**config.mk**
```make
export PLATFORM = sky130hd
export DESIGN_NAME = command_tx_flat
export DESIGN_NICKNAME = d
export VERILOG_FILES = /design/src/rtl/command_tx_if.sv /design/src/rtl/command_tx.sv /design/src/flat_wrapper.sv
export SDC_FILE = /design/constraint.sdc
export NUM_CORES = 1
export LEC_CHECK = 0
export BUFFER_PORTS_ARGS = -buffer_cell sky130_fd_sc_hd__clkbuf_2
export CORE_MARGIN = 1.5
export CORE_UTILIZATION = 40
export DETAILED_ROUTE_END_ITERATION = 16
export PLACE_DENSITY = 0.71
export SKIP_CTS_REPAIR_TIMING = 1
export SLEW_MARGIN = 10
export SYNTH_ARGS = -nofsm -noshare
export SYNTH_HDL_FRONTEND = slang
export SYNTH_SLANG_ARGS = --single-unit
export TNS_END_PERCENT = 10
```
**constraint.sdc**
```tcl
create_clock -name i_clk -period 2.14 [get_ports i_clk]
set_input_delay 0.428 -clock i_clk [delete_from_list [all_inputs] [get_ports i_clk]]
set_output_delay 0.428 -clock i_clk [all_outputs]
set_load 0.05 [all_outputs]
```
**src/rtl/command_tx_if.sv**
```systemverilog
// Command request/handshake bundle between a command producer and command_tx.
// Handshake: the producer raises cmd_en for one cycle with cmd_addr/cmd_data
// valid; the transmitter accepts it only when busy=0 (busy acts as !ready).
// cmd_done pulses for one cycle when the final stop bit of a packet completes.
interface command_tx_if;
   logic        cmd_en;
   logic [7:0]  cmd_addr;
   logic [15:0] cmd_data;
   logic        busy;
   logic        cmd_done;

   modport master (
      output cmd_en,
      output cmd_addr,
      output cmd_data,
      input  busy,
      input  cmd_done
   );

   modport slave (
      input  cmd_en,
      input  cmd_addr,
      input  cmd_data,
      output busy,
      output cmd_done
   );
endinterface

```
**src/rtl/command_tx.sv**
```systemverilog
// UART command transmitter: sends one register write as three 8N1 bytes
// (address, data high, data low), each LSB first, back-to-back.
// All outputs are registered; the FSM state is exposed on o_dbg_state.
module command_tx #(
   parameter int BAUD_DIV = 2604
) (
   input  logic         i_clk,
   input  logic         rst,
   command_tx_if.slave  cmd,
   output logic         uart_tx,
   output logic [1:0]   o_dbg_state
);

   typedef enum logic [1:0] {
      S_IDLE  = 2'd0,
      S_START = 2'd1,
      S_DATA  = 2'd2,
      S_STOP  = 2'd3
   } state_t;

   localparam logic [15:0] LP_BAUD_LAST = 16'(BAUD_DIV - 1);

   state_t      r_state;
   state_t      w_state_nxt;
   logic        r_tx;
   logic        r_busy;
   logic        r_done;
   logic        w_tx_nxt;
   logic        w_busy_nxt;
   logic        w_done_nxt;
   logic [15:0] r_baud;
   logic [2:0]  r_bit;
   logic [1:0]  r_byte;
   // Bytes are stored low-to-high in send order so the line always takes
   // bit 0; after eight data shifts the next byte sits in [7:0].
   logic [23:0] r_shift;
   logic        w_accept;
   logic        w_baud_wrap;

   assign w_accept    = (r_state == S_IDLE) && cmd.cmd_en;
   assign w_baud_wrap = (r_baud == LP_BAUD_LAST);

   // Next state and next registered line/status values.
   always_comb begin
      w_state_nxt = r_state;
      w_tx_nxt    = r_tx;
      w_busy_nxt  = r_busy;
      w_done_nxt  = 1'b0;
      case (r_state)
         S_IDLE: begin
            w_tx_nxt   = 1'b1;
            w_busy_nxt = 1'b0;
            if (cmd.cmd_en) begin
               w_state_nxt = S_START;
               w_tx_nxt    = 1'b0;
               w_busy_nxt  = 1'b1;
            end
         end
         S_START: begin
            if (w_baud_wrap) begin
               w_state_nxt = S_DATA;
               w_tx_nxt    = r_shift[0];
            end
         end
         S_DATA: begin
            if (w_baud_wrap) begin
               if (r_bit == 3'd7) begin
                  w_state_nxt = S_STOP;
                  w_tx_nxt    = 1'b1;
               end else begin
                  // r_shift[0] is the bit on the line now; [1] goes next.
                  w_tx_nxt = r_shift[1];
               end
            end
         end
         S_STOP: begin
            if (w_baud_wrap) begin
               if (r_byte == 2'd2) begin
                  w_state_nxt = S_IDLE;
                  w_tx_nxt    = 1'b1;
                  w_busy_nxt  = 1'b0;
                  w_done_nxt  = 1'b1;
               end else begin
                  w_state_nxt = S_START;
                  w_tx_nxt    = 1'b0;
               end
            end
         end
         default: begin
            w_state_nxt = S_IDLE;
            w_tx_nxt    = 1'b1;
            w_busy_nxt  = 1'b0;
         end
      endcase
   end

   // State, outputs, counters and shift register; reset wins over cmd_en.
   always_ff @(posedge i_clk) begin
      if (rst) begin
         r_state <= S_IDLE;
         r_tx    <= 1'b1;
         r_busy  <= 1'b0;
         r_done  <= 1'b0;
         r_baud  <= '0;
         r_bit   <= '0;
         r_byte  <= '0;
         r_shift <= '0;
      end else begin
         r_state <= w_state_nxt;
         r_tx    <= w_tx_nxt;
         r_busy  <= w_busy_nxt;
         r_done  <= w_done_nxt;
         if (w_accept) begin
            r_baud  <= '0;
            r_bit   <= '0;
            r_byte  <= '0;
            r_shift <= {cmd.cmd_data[7:0], cmd.cmd_data[15:8], cmd.cmd_addr};
         end else if (r_state != S_IDLE) begin
            r_baud <= w_baud_wrap ? 16'd0 : r_baud + 16'd1;
            if (w_baud_wrap && (r_state == S_DATA)) begin
               r_shift <= {1'b0, r_shift[23:1]};
               r_bit   <= (r_bit == 3'd7) ? 3'd0 : r_bit + 3'd1;
            end
            if (w_baud_wrap && (r_state == S_STOP)) begin
               r_byte <= (r_byte == 2'd2) ? 2'd0 : r_byte + 2'd1;
            end
         end
      end
   end

   assign uart_tx      = r_tx;
   assign cmd.busy     = r_busy;
   assign cmd.cmd_done = r_done;
   assign o_dbg_state  = r_state;

endmodule

```
**src/flat_wrapper.sv**
```systemverilog
// flat-port wrapper written by rule: the top's interface ports become plain ports
module command_tx_flat 
#(
   parameter int BAUD_DIV = 2604
)
  (i_clk, rst, uart_tx, o_dbg_state, cmd_cmd_en, cmd_cmd_addr, cmd_cmd_data, cmd_busy, cmd_cmd_done);
  command_tx_if cmd_i ();
  input  logic i_clk;
  input  logic rst;
  output logic uart_tx;
  output logic [1:0] o_dbg_state;
  input wire logic [$bits(cmd_i.cmd_en)-1:0] cmd_cmd_en;
  input wire logic [$bits(cmd_i.cmd_addr)-1:0] cmd_cmd_addr;
  input wire logic [$bits(cmd_i.cmd_data)-1:0] cmd_cmd_data;
  output wire logic [$bits(cmd_i.busy)-1:0] cmd_busy;
  output wire logic [$bits(cmd_i.cmd_done)-1:0] cmd_cmd_done;
  assign cmd_i.cmd_en = cmd_cmd_en;
  assign cmd_i.cmd_addr = cmd_cmd_addr;
  assign cmd_i.cmd_data = cmd_cmd_data;
  assign cmd_busy = cmd_i.busy;
  assign cmd_cmd_done = cmd_i.cmd_done;
  command_tx #(.BAUD_DIV(BAUD_DIV)) u_core (.i_clk(i_clk), .rst(rst), .cmd(cmd_i), .uart_tx(uart_tx), .o_dbg_state(o_dbg_state));
endmodule
```
=== Word-level counts from Yosys, hierarchy flattened ===
Cells that the tools add are included.

* Flip-flop bits (word level): 50

* $add $sub $neg: 3
* Equality and inequality tests: 12
* Multiplexer cells: 24
* Bitwise logic cells: 2
* Reductions and logical operators: 16

{| class="wikitable"
|+ Operators with widths
! cell !! number
|-
| 24-bit 2-to-1 mux || 3
|-
| 16-bit by 1-bit adder with 16-bit output, second input constant || 1
|-
| 16-bit by 12-bit equality test with 1-bit output, second input constant || 1
|-
| 16-bit 2-to-1 mux || 1
|-
| 2-bit 2-to-1 mux || 6
|-
| 1-bit 2-to-1 mux || 10
|-
| 2-bit by 1-bit != test with 1-bit output, second input constant || 4
|-
| 2-bit case mux with 4 select lines || 1
|-
| 2-bit nonzero test || 4
|-
| 2-bit equality test, second input constant || 3
|-
| 2-bit AND reduction || 3
|-
| 3-bit AND reduction || 2
|-
| 5-bit AND reduction || 1
|-
| 2-bit != test, second input constant || 2
|-
| 1-bit case mux with 4 select lines || 1
|-
| 3-bit by 1-bit adder with 3-bit output, second input constant || 1
|-
| 3-bit equality test, second input constant || 1
|-
| 1-bit logical AND || 3
|-
| 3-bit 2-to-1 mux || 1
|-
| 3-bit OR reduction || 1
|-
| 2-bit by 1-bit adder with 2-bit output, second input constant || 1
|-
| 2-bit by 1-bit equality test with 1-bit output, second input constant || 1
|-
| 2-bit logical NOT || 1
|-
| 1-bit inverter || 2
|-
| other kinds (2) || 2
|}

=== Longest topological paths before layout ===
Gate-level depths: netlist (run 1).

* Depth in word-level cells: 5
* Gate-level depth with buffers: 9

=== Least setup slack after synthesis (run 1) ===
OpenSTA, ideal clock, no wires.

* Kind: register -> register
* Start: register u_core.r_state[0] (netlist: u_core.o_dbg_state[0])
* End: register u_core.r_bit[1]
* Setup time: 70 ps
* Data arrival time: 2,461 ps
* Required time: 2,070 ps
* Slack: -391 ps
* Cell stages (with the launch flop): 9
* Buffers on the path: 2
* Path through: dfxtp_1 > inv_1 > ha_1 > buf_4 > nor4b_4 > nand2_1 > buf_2 > or4b_1 > a21oi_1

* Longest elaborated chain between the ends: 3

{| class="wikitable"
|+ Ends and longest elaborated chain
! what !! RTL line !! RTL
|-
| from (decl) || command_tx.sv:23 || <nowiki>state_t r_state;</nowiki>
|-
| from (signal assigned) || command_tx.sv:109 || <nowiki>r_state <= w_state_nxt;</nowiki>
|-
| 2-bit equality test / 2-bit logical NOT (equally long branches) || command_tx.sv:120, command_tx.sv:40 ||
|-
| 1-bit logical AND (on tied branches) || command_tx.sv:120, command_tx.sv:40 ||
|-
| 2-bit AND reduction (no line) / 2-bit OR reduction (equally long branches) || - ||
|-
| to (signal assigned) || command_tx.sv:122 || <nowiki>r_bit <= (r_bit == 3'd7) ? 3'd0 : r_bit + 3'd1;</nowiki>
|-
| to (decl) || command_tx.sv:32 || <nowiki>logic [2:0] r_bit;</nowiki>
|}

Several ways; a longest one is shown, not always the timed one.
A chain may end at the register's enable or synchronous reset.

=== Worst setup path after layout (run 1) ===
* Start: register u_core.r_state[0] (netlist: u_core.o_dbg_state[0])
* End: register u_core.r_baud[15]

* Longest elaborated chain between the ends: 3

{| class="wikitable"
|+ Ends and longest elaborated chain
! what !! RTL line !! RTL
|-
| 2-bit logical NOT || command_tx.sv:40 || <nowiki>assign w_accept = (r_state == S_IDLE) && cmd.cmd_en;</nowiki>
|-
| 1-bit logical AND || command_tx.sv:40 ||
|-
| 2-bit OR reduction (no line) || - ||
|-
| to (signal assigned) || command_tx.sv:119 || <nowiki>r_baud <= w_baud_wrap ? 16'd0 : r_baud + 16'd1;</nowiki>
|-
| to (decl) || command_tx.sv:31 || <nowiki>logic [15:0] r_baud;</nowiki>
|}

Several ways; a longest one is shown, not always the timed one.

==> out/summary.txt, run 1 <==
LOGIC SYNTHESIS
--------------------------------------------------------------------------------------------
Basic-gate share of the synthesized area counting and, or, nand and nor cells .        29.7%
Cells after synthesis .........................................................          296
Synthesized area per cell .....................................................     8.54 µm²
Post-synthesis cell area ......................................................     2530 µm²
Nets in the synthesized netlist ...............................................          331
Post-synthesis cell type count ................................................           44
Share of synthesized area spent on multiplexers ...............................       0.792%
Top_reg_cell synth ............................................................ sky130_fd_sc_hd__dfxtp_1
Fraction of the yosys area taken by sequential cells ..........................        39.6%
XOR/XNOR share of the synthesized area ........................................        4.16%
Combinational family with the most area after synthesis ....................... simple AND/OR/NAND/NOR gates
Fraction of synthesis flops using an asynchronous set or reset pin ............           0%
Number of register bits inferred by synthesis .................................           50
Post-synthesis adder-cell area fraction .......................................        3.96%
Yosys warnings ................................................................            0
Post-synth EDFFs ..............................................................            0
Complex-gate fraction of the synthesized area .................................        17.2%

GRT
--------------------------------------------------------------------------------------------
Number of antenna violations at the first check in global routing .............            0
Vias in the first global route ................................................         2091
Remaining global-route overflow ...............................................            0
Global-route wire length before repair ........................................      9630 µm
Largest net degree at the start of global routing .............................           40
GR Util All Layers ............................................................        18.0%

STA
--------------------------------------------------------------------------------------------
Final number of setup-violating endpoints .....................................            0
Final Critical Period .........................................................      1.90 ns
Fin Clk Skew ..................................................................    0.0111 ns
RSZ-0062 raised after global routing ..........................................        false
Headroom to the max-slew limit ................................................        69.1%
Number of hold-slack violations in the final timing report ....................            0
Final worst path period share .................................................        88.8%
Slew at the pin with the worst max-slew slack .................................     0.463 ns
Max Transition Viols Final ....................................................            0
Max Clock Freq ................................................................      526 MHz
Post-Route Setup TNS ..........................................................         0 ns

FINISH
--------------------------------------------------------------------------------------------
FILL cells ....................................................................          582
Share of the core filled with cells in the final layout .......................        48.4%
Total number of nets in the final design ......................................          358
Layout area overhead ..........................................................        15.4%
Layout cell share with drive strength beyond 1 ................................        19.4%
Number of diodes added for antenna fixing .....................................            0
Final std cells w/o fill ......................................................          399

DIE
--------------------------------------------------------------------------------------------
Initial Utilization ...........................................................        41.9%
Die Wd ........................................................................      82.5 µm
Die Area ......................................................................     6800 µm²
Die height ....................................................................      82.5 µm
Placeable core area ...........................................................     6030 µm²
Ports .........................................................................           32
Row cnt .......................................................................           28

ROUTING
--------------------------------------------------------------------------------------------
WL final ......................................................................      5740 µm
DRC viols .....................................................................            0
Post-DR wirelength/cell .......................................................      14.4 µm
Length of the first detailed-routing pass in iterations .......................            4
Number of nets with antenna violations after routing ..........................            0
1st-iter DRT viols ............................................................          120
Via count .....................................................................         2282
Vias per std cell .............................................................         5.72

POWER
--------------------------------------------------------------------------------------------
Power per standard cell area ..................................................   985 nW/µm²
Lkg Pwr .......................................................................      1.06 nW
VDD IR max ....................................................................       778 µV

CLOCK TREE
--------------------------------------------------------------------------------------------
Sink Count ....................................................................           50
TritonCTS clock tree ..........................................................         done
CTS Buffer Depth ..............................................................            2
Root buf cell ................................................................. sky130_fd_sc_hd__clkbuf_8
CTS clk-pin slew, worst paths .................................................      0.10 ns
CTS H-Tree Depth ..............................................................            2
Clock latency on the worst-skew pair ..........................................      0.30 ns
CTS buffer count ..............................................................            5

CRITICAL PATH
--------------------------------------------------------------------------------------------
Startpoint types ..............................................................         flop
Worst setup path class ........................................................ flop to flop
Cell-by-cell listing of the critical path ..................................... inv_4 > ha_1 > buf_4 > and3b_1 > nand4_1 > or3_1 > a21oi_1
Critical path capture point type ..............................................         flop
Slowest CP cell ............................................................... sky130_fd_sc_hd__dfxtp_4
Maximum cell stage delay along the critical path ..............................      0.39 ns
Arr. time, crit path ..........................................................      2.14 ns
Critical path required time ...................................................      2.38 ns
Top fanout value on the critical path .........................................            7

PLACE
--------------------------------------------------------------------------------------------
Input/output buffers ..........................................................           31
Placer congestion estimate ....................................................        0.778
Cell count after placement ....................................................          391
HPWL Detailed .................................................................      3950 µm

JOB
--------------------------------------------------------------------------------------------
Max-Cap Viols .................................................................            0

HOLD PATH
--------------------------------------------------------------------------------------------
Min-delay worst type .......................................................... primary input to flop

RUN STATUS
--------------------------------------------------------------------------------------------
Run status ....................................................................    completed

[cells in the mapped netlist (2+ instances only)]
master / n / area, µm²
sky130_fd_sc_hd__o21ai_1: 3 / 15.0
sky130_fd_sc_hd__a2111oi_0: 5 / 43.8
sky130_fd_sc_hd__dfxtp_1: 50 / 1000
sky130_fd_sc_hd__o21ai_0: 6 / 30.0
sky130_fd_sc_hd__nor4_1: 20 / 125
sky130_fd_sc_hd__ha_1: 8 / 100
sky130_fd_sc_hd__a21oi_1: 13 / 65.1
sky130_fd_sc_hd__mux2i_1: 2 / 20.0
sky130_fd_sc_hd__and2_1: 2 / 12.5
sky130_fd_sc_hd__buf_2: 4 / 20.0
sky130_fd_sc_hd__nand4_1: 16 / 100
sky130_fd_sc_hd__and3_1: 4 / 25.0
sky130_fd_sc_hd__xor2_1: 11 / 96.3
sky130_fd_sc_hd__nand3_1: 7 / 35.0
sky130_fd_sc_hd__a2111oi_1: 6 / 60.1
sky130_fd_sc_hd__a31oi_1: 8 / 50.1
sky130_fd_sc_hd__clkbuf_1: 20 / 75.1
sky130_fd_sc_hd__a311oi_1: 5 / 43.8
sky130_fd_sc_hd__nor2_1: 43 / 161
sky130_fd_sc_hd__nor4b_4: 3 / 71.3
sky130_fd_sc_hd__or4_1: 3 / 22.5
sky130_fd_sc_hd__nand2b_1: 6 / 37.5
sky130_fd_sc_hd__inv_1: 3 / 11.3
sky130_fd_sc_hd__or3_1: 4 / 25.0
sky130_fd_sc_hd__o211ai_1: 9 / 67.6
sky130_fd_sc_hd__nand2_1: 17 / 63.8
[stage by stage]
step                setup slack, ns  instance area, µm²  total power [mW]  hold WS (ns)
global route                 0.0755                2920              3.06         0.353
CTS                          0.0857                2910              2.89         0.335
floorplan                   0.00653                2540              1.98         0.458
finish                        0.240                2920              2.87         0.336
global placement              0.268                2810              2.26         0.472
detailed placement            0.103                2810              2.27         0.485
[metal layers]
| layer | vias up | routed length, µm | global-route usage, % |
|---|---|---|---|
| met2 | 56 | 2550 | 29.3 |
| met4 | 0 | 57 | 4.67 |
| met3 | 7 | 321 | 3.30 |
| met5 | - | 0 | 0 |
| met1 | 1056 | 2820 | 24.6 |
| li1 | 1163 | - | - |
[cell type report]
class	instances	area [µm²]	area share [%]
clock inverters	1	8.76	0.300
clock buffers	7	96.3	3.30
repair buffers	46	280	9.61
flip-flops and latches	50	1010	34.6
multi-input cells	217	1420	48.5
well taps	75	93.8	3.22
inverters	3	13.8	0.472
[cell usage in the layout (no fill, tap or decap), types with 2 or more instances in the layout]
cell	netlist	routed
sky130_fd_sc_hd__buf_4	1	14
sky130_fd_sc_hd__clkbuf_8	0	7
sky130_fd_sc_hd__nand4_1	16	16
sky130_fd_sc_hd__and3_1	4	4
sky130_fd_sc_hd__xor2_1	11	11
sky130_fd_sc_hd__o21ai_0	6	6
sky130_fd_sc_hd__and2_1	2	2
sky130_fd_sc_hd__nor4_1	20	20
sky130_fd_sc_hd__or3_1	4	4
sky130_fd_sc_hd__a311oi_1	5	5
sky130_fd_sc_hd__or4_1	3	3
sky130_fd_sc_hd__nor2_1	43	43
sky130_fd_sc_hd__a31oi_1	8	8
sky130_fd_sc_hd__nand2b_1	6	6
sky130_fd_sc_hd__a2111oi_1	6	7
sky130_fd_sc_hd__o21ai_1	3	3
sky130_fd_sc_hd__nor4b_4	3	3
sky130_fd_sc_hd__nand3_1	7	6
sky130_fd_sc_hd__mux2i_1	2	2
sky130_fd_sc_hd__nand2_1	17	17
sky130_fd_sc_hd__dfxtp_4	0	2
sky130_fd_sc_hd__a2111oi_0	5	4
sky130_fd_sc_hd__clkbuf_2	0	31
sky130_fd_sc_hd__a21oi_1	13	13
sky130_fd_sc_hd__dfxtp_1	50	48
sky130_fd_sc_hd__ha_1	8	8
sky130_fd_sc_hd__o211ai_1	9	9
[sequential cells by signal (all words and copies together) (netlist names)]
signal	cells
u_core.r_byte	2
u_core.cmd.busy	1
u_core.uart_tx	1
u_core.r_baud	16
u_core.r_shift	24
u_core.r_bit	3
u_core.o_dbg_state	2
u_core.cmd.cmd_done	1
[cells by family (layout without fill, tap and decap cells)]
| kind of cell | count (synthesis) | after routing |
|---|---|---|
| adder cells (fa/ha/maj) | 8 | 8 |
| AND/OR/NAND/NOR | 133 | 133 |
| AO/OA/AOI/OAI | 62 | 62 |
| multiplexers | 2 | 2 |
| flip-flops | 50 | 50 |
| buffers and inverters | 29 | 57 |
| XOR/XNOR | 12 | 12 |
[report_power, final]
part | switching [mW] | total (mW) | internal (mW)
Sequential | 0.0984 | 1.18 | 1.08
Clock | 0.315 | 0.612 | 0.297
Combinational | 0.657 | 1.08 | 0.421
Total | 1.07 | 2.87 | 1.80
[final timing paths]
path                                                         start                              end  slack [ns]  cells past startpoint
worst max-delay path            u_core.o_dbg_state[0]$_SDFFE_PP0P_   u_core.r_baud[15]$_SDFFE_PP0P_        0.24                      7
worst min-delay path                               cmd_cmd_data[7]  u_core.r_shift[23]$_SDFFE_PP0P_        0.34                      3
worst max register to register  u_core.o_dbg_state[0]$_SDFFE_PP0P_   u_core.r_baud[15]$_SDFFE_PP0P_        0.24                      7
worst min register to register     u_core.r_shift[17]$_SDFFE_PP0P_  u_core.r_shift[16]$_SDFFE_PP0P_        0.49                      2
[worst max-delay path, delay by kind of cell, from the launching register on]
kind | cells | cell delay (ns)
DFF | 1 | 0.39
and+or+nand+nor | 3 | 0.85
AOI/OAI and AO/OA | 1 | 0.14
adders and majority gates | 1 | 0.25
buffers and inverters | 2 | 0.22
(Power assumes the default switching activity.)
==> run 2, diff against run 1 <==
==> constraint.sdc (replaced) <==
create_clock -name i_clk -period 1.6 [get_ports i_clk]
set_input_delay 0.32 -clock i_clk [delete_from_list [all_inputs] [get_ports i_clk]]
set_output_delay 0.32 -clock i_clk [all_outputs]
set_load 0.05 [all_outputs]
==> run 2 against run 1 <==
The flow now finishes with violations (setup timing); routed wire length increased by 11%; clock skew decreased by 0.0024 ns; die area unchanged; sequential share of layout area decreased by 5.2 points; first-iteration DRC count increased by 7.5%; sequential cell count unchanged; non-clock buffer count increased by 39; sequential power increased by 35%; largest power group is now combinational cells; highest routed layer unchanged.
==> out/summary.txt, run 2 (synthesis results as in run 1) <==
POWER
--------------------------------------------------------------------------------
Lkg Pwr ...........................................................      1.29 nW
VDD IR max ........................................................       690 µV
Power per standard cell area ......................................  1240 nW/µm²
Overall power consumption .........................................      4.29 mW

STA
--------------------------------------------------------------------------------
Final number of setup-violating endpoints .........................           38
PnR worst setup slack .............................................    -0.153 ns
Final worst path period share .....................................         110%
RSZ-0062 raised after global routing ..............................         true
Final Critical Period .............................................      1.75 ns
Max Clock Freq ....................................................      570 MHz
Max Transition Viols Final ........................................            0
Number of hold-slack violations in the final timing report ........            0
Fin Clk Skew ......................................................   0.00876 ns
Slew at the pin with the worst max-slew slack .....................     0.329 ns
Headroom to the max-slew limit ....................................        77.8%

CRITICAL PATH
--------------------------------------------------------------------------------
Top fanout value on the critical path .............................            4
Critical path required time .......................................      1.85 ns
Worst setup path class ............................................ flop to flop
Critical path capture point type ..................................         flop
Crit. Startpoint .................................................. u_core.r_baud[15]$_SDFFE_PP0P_
End point of the critical path .................................... u_core.r_byte[1]$_SDFFE_PP0P_
Worst setup slack for register-to-register paths ..................     -0.15 ns
R2R depth .........................................................            4
Startpoint types ..................................................         flop
Arr. time, crit path ..............................................      2.00 ns
Critical R2R Capture .............................................. u_core.r_byte[1]$_SDFFE_PP0P_
Launching point of the worst reg2reg path ......................... u_core.r_baud[15]$_SDFFE_PP0P_

DIE
--------------------------------------------------------------------------------
Row cnt ...........................................................           28
Ports .............................................................           32
Placeable core area ...............................................     6030 µm²
Die Wd ............................................................      82.5 µm
Die height ........................................................      82.5 µm
Initial Utilization ...............................................        41.9%
Die Area ..........................................................     6800 µm²

FINISH
--------------------------------------------------------------------------------
Total number of nets in the final design ..........................          397
Top library cells by usage in the layout, fill and taps aside ..... 45 x sky130_fd_sc_hd__buf_4, 44 x sky130_fd_sc_hd__dfxtp_1, 43 x sky130_fd_sc_hd__nor2_1, 31 x sky130_fd_sc_hd__clkbuf_2
Layout cell share with drive strength beyond 1 ....................        36.6%
FILL cells ........................................................          515
Layout area overhead ..............................................        36.5%
Flip-flop count of the largest register after layout ..............           24
Register with the most flip-flops ................................. u_core.r_shift
Number of diodes added for antenna fixing .........................            0
Post-route cell area ..............................................     3450 µm²
Registers with the most flip-flops ................................ u_core.r_shift: 24 flops, u_core.r_baud: 16 flops, u_core.r_bit: 3 flops
Most common cell after layout, fill and taps aside ................ sky130_fd_sc_hd__buf_4

GRT
--------------------------------------------------------------------------------
Vias in the first global route ....................................         2246
Number of antenna violations at the first check in global routing .            0
GR Util All Layers ................................................        18.9%
Remaining global-route overflow ...................................            0
Largest net degree at the start of global routing .................           27
Global-route wire length before repair ............................     10000 µm

CLOCK TREE
--------------------------------------------------------------------------------
CTS buffer count ..................................................            5
CTS clk-pin slew, worst paths .....................................      0.10 ns
Sink Count ........................................................           50
TritonCTS clock tree ..............................................         done
CTS Buffer Depth ..................................................            2
CTS H-Tree Depth ..................................................            2
Root buf cell ..................................................... sky130_fd_sc_hd__clkbuf_8
Clock latency on the worst-skew pair ..............................      0.31 ns

PLACE
--------------------------------------------------------------------------------
Placer congestion estimate ........................................        0.839
HPWL Detailed .....................................................      4350 µm
Post-place instance area ..........................................     3110 µm²
Placement Setup Slack .............................................    -0.138 ns
Input/output buffers ..............................................           31

ROUTING
--------------------------------------------------------------------------------
DRC viols .........................................................            0
Via count .........................................................         2461
Length of the first detailed-routing pass in iterations ...........            4
Vias per std cell .................................................         5.62
Post-DR wirelength/cell ...........................................      14.6 µm
Number of nets with antenna violations after routing ..............            0
WL final ..........................................................      6400 µm
1st-iter DRT viols ................................................          129

RUN STATUS
--------------------------------------------------------------------------------
Violations in the final reports ................................... setup timing
Run status ........................................................ finished with violations

JOB
--------------------------------------------------------------------------------
Max-Cap Viols .....................................................            0

HOLD PATH
--------------------------------------------------------------------------------
Min-delay worst type .............................................. primary input to flop

[run 2: cell count changes in the layout (fill, tap and decap cells not counted), moves of 3 or more]
cell | before | now
sky130_fd_sc_hd__a2111oi_2 | 0 | 4
sky130_fd_sc_hd__nor4_2 | 0 | 8
sky130_fd_sc_hd__a21oi_2 | 0 | 4
sky130_fd_sc_hd__buf_6 | 0 | 3
sky130_fd_sc_hd__buf_4 | 14 | 45
sky130_fd_sc_hd__a2111oi_0 | 4 | 0
sky130_fd_sc_hd__dfxtp_1 | 48 | 44
sky130_fd_sc_hd__nor4_1 | 20 | 11
sky130_fd_sc_hd__dfxtp_2 | 0 | 4
sky130_fd_sc_hd__a21oi_1 | 13 | 9
[run 2: layout make-up]
| cell class | instances | area, µm² | share of cell area [%] |
|---|---|---|---|
| clock buffer | 6 | 82.6 | 2.39 |
| clock inverter | 2 | 16.3 | 0.472 |
| inverter | 3 | 16.3 | 0.472 |
| multi-input combinational | 217 | 1590 | 46.0 |
| sequential | 50 | 1010 | 29.4 |
| tap | 75 | 93.8 | 2.72 |
| timing repair buffer | 85 | 642 | 18.6 |
[run 2: critical path: stages (launching register included)]
cell and delay (ns):
sky130_fd_sc_hd__dfxtp_2 0.35, sky130_fd_sc_hd__nor4b_4 0.39, sky130_fd_sc_hd__nand4_1 0.27, sky130_fd_sc_hd__or4_1 0.56, sky130_fd_sc_hd__a21oi_1 0.13
[run 2: power by group]
group          switching (mW)  internal [mW]  total, mW  leakage, nW
Clock                   0.461          0.357      0.818       0.0478
Sequential              0.135           1.45       1.59        0.412
Combinational            1.03          0.856       1.88        0.832
Total                    1.62           2.67       4.29         1.29
[run 2: per-stage QoR]
| stage | std cells | hold WS [ns] | util [%] | TNS (ns) |
|---|---|---|---|---|
| floorplan | 296 | 0.456 | - | -11.95 |
| global placement | 426 | 0.463 | 51.6 | -0.764 |
| detailed placement | 426 | 0.479 | 51.6 | -2.81 |
| CTS | 434 | 0.225 | 53.2 | -3.80 |
| global route | 438 | 0.221 | 57.2 | -6.26 |
| finish | 438 | 0.228 | 57.2 | -1.91 |
[run 2: worst min-delay path by stage]
| stage | start | endpoint | cells after the start | slack, ns |
|---|---|---|---|---|
| 3_5_place_dp | u_core.r_shift[11]$_SDFFE_PP0P_ | u_core.r_shift[10]$_SDFFE_PP0P_ | 2 | 0.48 |
| 2_1_floorplan | cmd_cmd_data[7] | u_core.r_shift[23]$_SDFFE_PP0P_ | 2 | 0.46 |
| 5_1_grt | cmd_cmd_data[7] | u_core.r_shift[23]$_SDFFE_PP0P_ | 3 | 0.22 |
| 3_3_place_gp | u_core.r_bit[2]$_SDFFE_PP0P_ | u_core.r_bit[2]$_SDFFE_PP0P_ | 2 | 0.46 |
| 6_report | cmd_cmd_data[7] | u_core.r_shift[23]$_SDFFE_PP0P_ | 3 | 0.23 |
| 4_1_cts | cmd_cmd_data[7] | u_core.r_shift[23]$_SDFFE_PP0P_ | 3 | 0.23 |
[run 2: metal layers]
layer	up-vias	routed length (µm)	GRT usage, %
li1	1237	-	-
met1	1180	2930	23.2
met2	38	3210	34.1
met3	6	205	3.63
met4	0	53	4.50
met5	-	0	0
==> run 3, diff against run 2 <==
--- a/config.mk
+++ b/config.mk
@@ -5,11 +5,14 @@
 export SDC_FILE = /design/constraint.sdc
 export NUM_CORES = 1
 export LEC_CHECK = 0
+export ABC_AREA = 0
 export BUFFER_PORTS_ARGS = -buffer_cell sky130_fd_sc_hd__clkbuf_2
+export CELL_PAD_IN_SITES_DETAIL_PLACEMENT = 1
+export CELL_PAD_IN_SITES_GLOBAL_PLACEMENT = 2
 export CORE_MARGIN = 1.5
-export CORE_UTILIZATION = 40
+export CORE_UTILIZATION = 31
 export DETAILED_ROUTE_END_ITERATION = 16
-export PLACE_DENSITY = 0.71
+export PLACE_DENSITY = 0.85
 export SKIP_CTS_REPAIR_TIMING = 1
 export SLEW_MARGIN = 10
 export SYNTH_ARGS = -nofsm -noshare
==> run 3 against run 2 <==
The run still ends with setup timing left; combinational power grew 9%; sequential power is essentially flat; core utilization shrank 12 points; first-iteration DRC count grew 16%; critical path type unchanged; highest routed layer unchanged.
==> out/summary.txt, run 3 (synthesis results as in run 1) <==
FINISH
--------------------------------------------------------------------------------
Top library cells by usage in the layout, fill and taps aside ..... 44 x sky130_fd_sc_hd__dfxtp_1, 43 x sky130_fd_sc_hd__buf_4, 41 x sky130_fd_sc_hd__nor2_1, 31 x sky130_fd_sc_hd__clkbuf_2, 17 x sky130_fd_sc_hd__nand2_1
Post-route cell area ..............................................     3550 µm²
Number of diodes added for antenna fixing .........................            0
Total number of nets in the final design ..........................          395
Multi-input logic area ............................................     1670 µm²
Register Area .....................................................     1010 µm²
Flip-flop count of the largest register after layout ..............           24
Register with the most flip-flops ................................. u_core.r_shift
Layout cell share with drive strength beyond 1 ....................        40.0%
Registers with the most flip-flops ................................ u_core.r_shift: 24 flops, u_core.r_baud: 16 flops, u_core.r_bit: 3 flops
Most common cell after layout, fill and taps aside ................ sky130_fd_sc_hd__dfxtp_1
FILL cells ........................................................          905
Layout area overhead ..............................................        40.6%

CRITICAL PATH
--------------------------------------------------------------------------------
Critical path required time .......................................      1.79 ns
Startpoint types ..................................................         flop
Critical path buffer and inverter count ...........................            3
Maximum cell stage delay along the critical path ..................      0.38 ns
Critical path capture point type ..................................         flop
Arr. time, crit path ..............................................      1.98 ns
Slowest CP cell ................................................... sky130_fd_sc_hd__dfxtp_4
Top fanout value on the critical path .............................            6
Worst setup path class ............................................ flop to flop
Kind of cell with the highest combined delay on the critical path . simple AND/OR/NAND/NOR gates
Cell-by-cell listing of the critical path ......................... inv_4 > ha_4 > nor4b_4 > buf_4 > nand3_2 > buf_6 > a2111oi_2

CLOCK TREE
--------------------------------------------------------------------------------
Root buf cell ..................................................... sky130_fd_sc_hd__clkbuf_8
CTS H-Tree Depth ..................................................            2
TritonCTS clock tree ..............................................         done
CTS Buffer Depth ..................................................            2
CTS clk-pin slew, worst paths .....................................      0.09 ns
Sink Count ........................................................           50
Clock latency on the worst-skew pair ..............................      0.30 ns
CTS buffer count ..................................................            5

ROUTING
--------------------------------------------------------------------------------
1st-iter DRT viols ................................................          150
DRC viols .........................................................            0
Vias per std cell .................................................         5.52
Post-DR wirelength/cell ...........................................      17.0 µm
Number of nets with antenna violations after routing ..............            0
WL final ..........................................................      7840 µm
Length of the first detailed-routing pass in iterations ...........            4
Via count .........................................................         2549

RUN STATUS
--------------------------------------------------------------------------------
Violations in the final reports ................................... setup timing
Run status ........................................................ finished with violations

STA
--------------------------------------------------------------------------------
Number of hold-slack violations in the final timing report ........            0
Slew at the pin with the worst max-slew slack .....................     0.348 ns
Final Critical Period .............................................      1.79 ns
Max Transition Viols Final ........................................            0
RSZ-0062 raised after global routing ..............................         true
Headroom to the max-slew limit ....................................        76.7%
Final number of setup-violating endpoints .........................           35
Post-Route Setup TNS ..............................................     -2.72 ns
Max Clock Freq ....................................................      560 MHz
Fin Clk Skew ......................................................   0.00852 ns
PnR worst setup slack .............................................    -0.185 ns
Final worst path period share .....................................         112%

DIE
--------------------------------------------------------------------------------
Die Wd ............................................................      93.3 µm
Initial Utilization ...............................................        32.4%
Die height ........................................................      93.3 µm
Row cnt ...........................................................           32
Die Area ..........................................................     8700 µm²
Placeable core area ...............................................     7810 µm²
Ports .............................................................           32

POWER
--------------------------------------------------------------------------------
VDD IR max ........................................................       397 µV
Power per standard cell area ......................................  1290 nW/µm²
Overall power consumption .........................................      4.57 mW
Lkg Pwr ...........................................................      1.30 nW

GRT
--------------------------------------------------------------------------------
Largest net degree at the start of global routing .................           34
Global-route wire length before repair ............................     12400 µm
Vias in the first global route ....................................         2550
Remaining global-route overflow ...................................            0
Number of antenna violations at the first check in global routing .            0
GR Util All Layers ................................................        17.9%

PLACE
--------------------------------------------------------------------------------
Post-place instance area ..........................................     3110 µm²
Placement Setup Slack .............................................    -0.283 ns
Input/output buffers ..............................................           31
HPWL Detailed .....................................................      5180 µm
Placer congestion estimate ........................................        0.766

HOLD PATH
--------------------------------------------------------------------------------
Min-delay worst type .............................................. primary input to flop

JOB
--------------------------------------------------------------------------------
Max-Cap Viols .....................................................            0

==> run 3: final timing paths <==
| path | from | end | slack [ns] | cells after the start |
|---|---|---|---|---|
| max | u_core.o_dbg_state[0]$_SDFFE_PP0P_ | u_core.r_shift[3]$_SDFFE_PP0P_ | -0.19 | 7 |
| min | cmd_cmd_data[7] | u_core.r_shift[23]$_SDFFE_PP0P_ | 0.24 | 3 |
| max reg2reg | u_core.o_dbg_state[0]$_SDFFE_PP0P_ | u_core.r_shift[3]$_SDFFE_PP0P_ | -0.19 | 7 |
| min reg2reg | u_core.r_shift[15]$_SDFFE_PP0P_ | u_core.r_shift[14]$_SDFFE_PP0P_ | 0.50 | 2 |
==> run 3: layer usage <==
metal  global-route usage [%]  vias up  share of wire, %
li1                         -     1236                 -
met1                     22.7     1258                44
met2                     31.3       45                52
met3                     2.93       10               2.9
met4                     4.67        0               1.5
met5                        0        -                 0
==> run 3: layout make-up <==
class                      instances  share of cell area (%)
multi-input combinational        217                    46.8
sequential                        50                    28.5
timing repair buffer              83                    17.4
tap                              102                    3.59
clock buffer                       6                    2.32
clock inverter                     1                   0.845
inverter                           3                   0.458
==> run 3: tightest hold or removal path, stage by stage <==
cell,delay (ns)
sky130_fd_sc_hd__clkbuf_2,0.08
sky130_fd_sc_hd__nand2_1,0.05
sky130_fd_sc_hd__a21oi_1,0.05
==> run 3: metrics by stage <==
step / utilization [%] / hold WS [ns] / std cells
3_5_place_dp: 39.9 / 0.480 / 449
3_3_place_gp: 39.9 / 0.467 / 449
4_1_cts: 41.3 / 0.236 / 456
5_1_grt: 45.5 / 0.258 / 462
2_1_floorplan: - / 0.456 / 296
6_report: 45.5 / 0.242 / 462
==> run 3: power by group <==
group	switching [mW]	internal (mW)	total [mW]
Sequential	0.139	1.45	1.59
Combinational	1.16	0.891	2.05
Clock	0.424	0.501	0.925
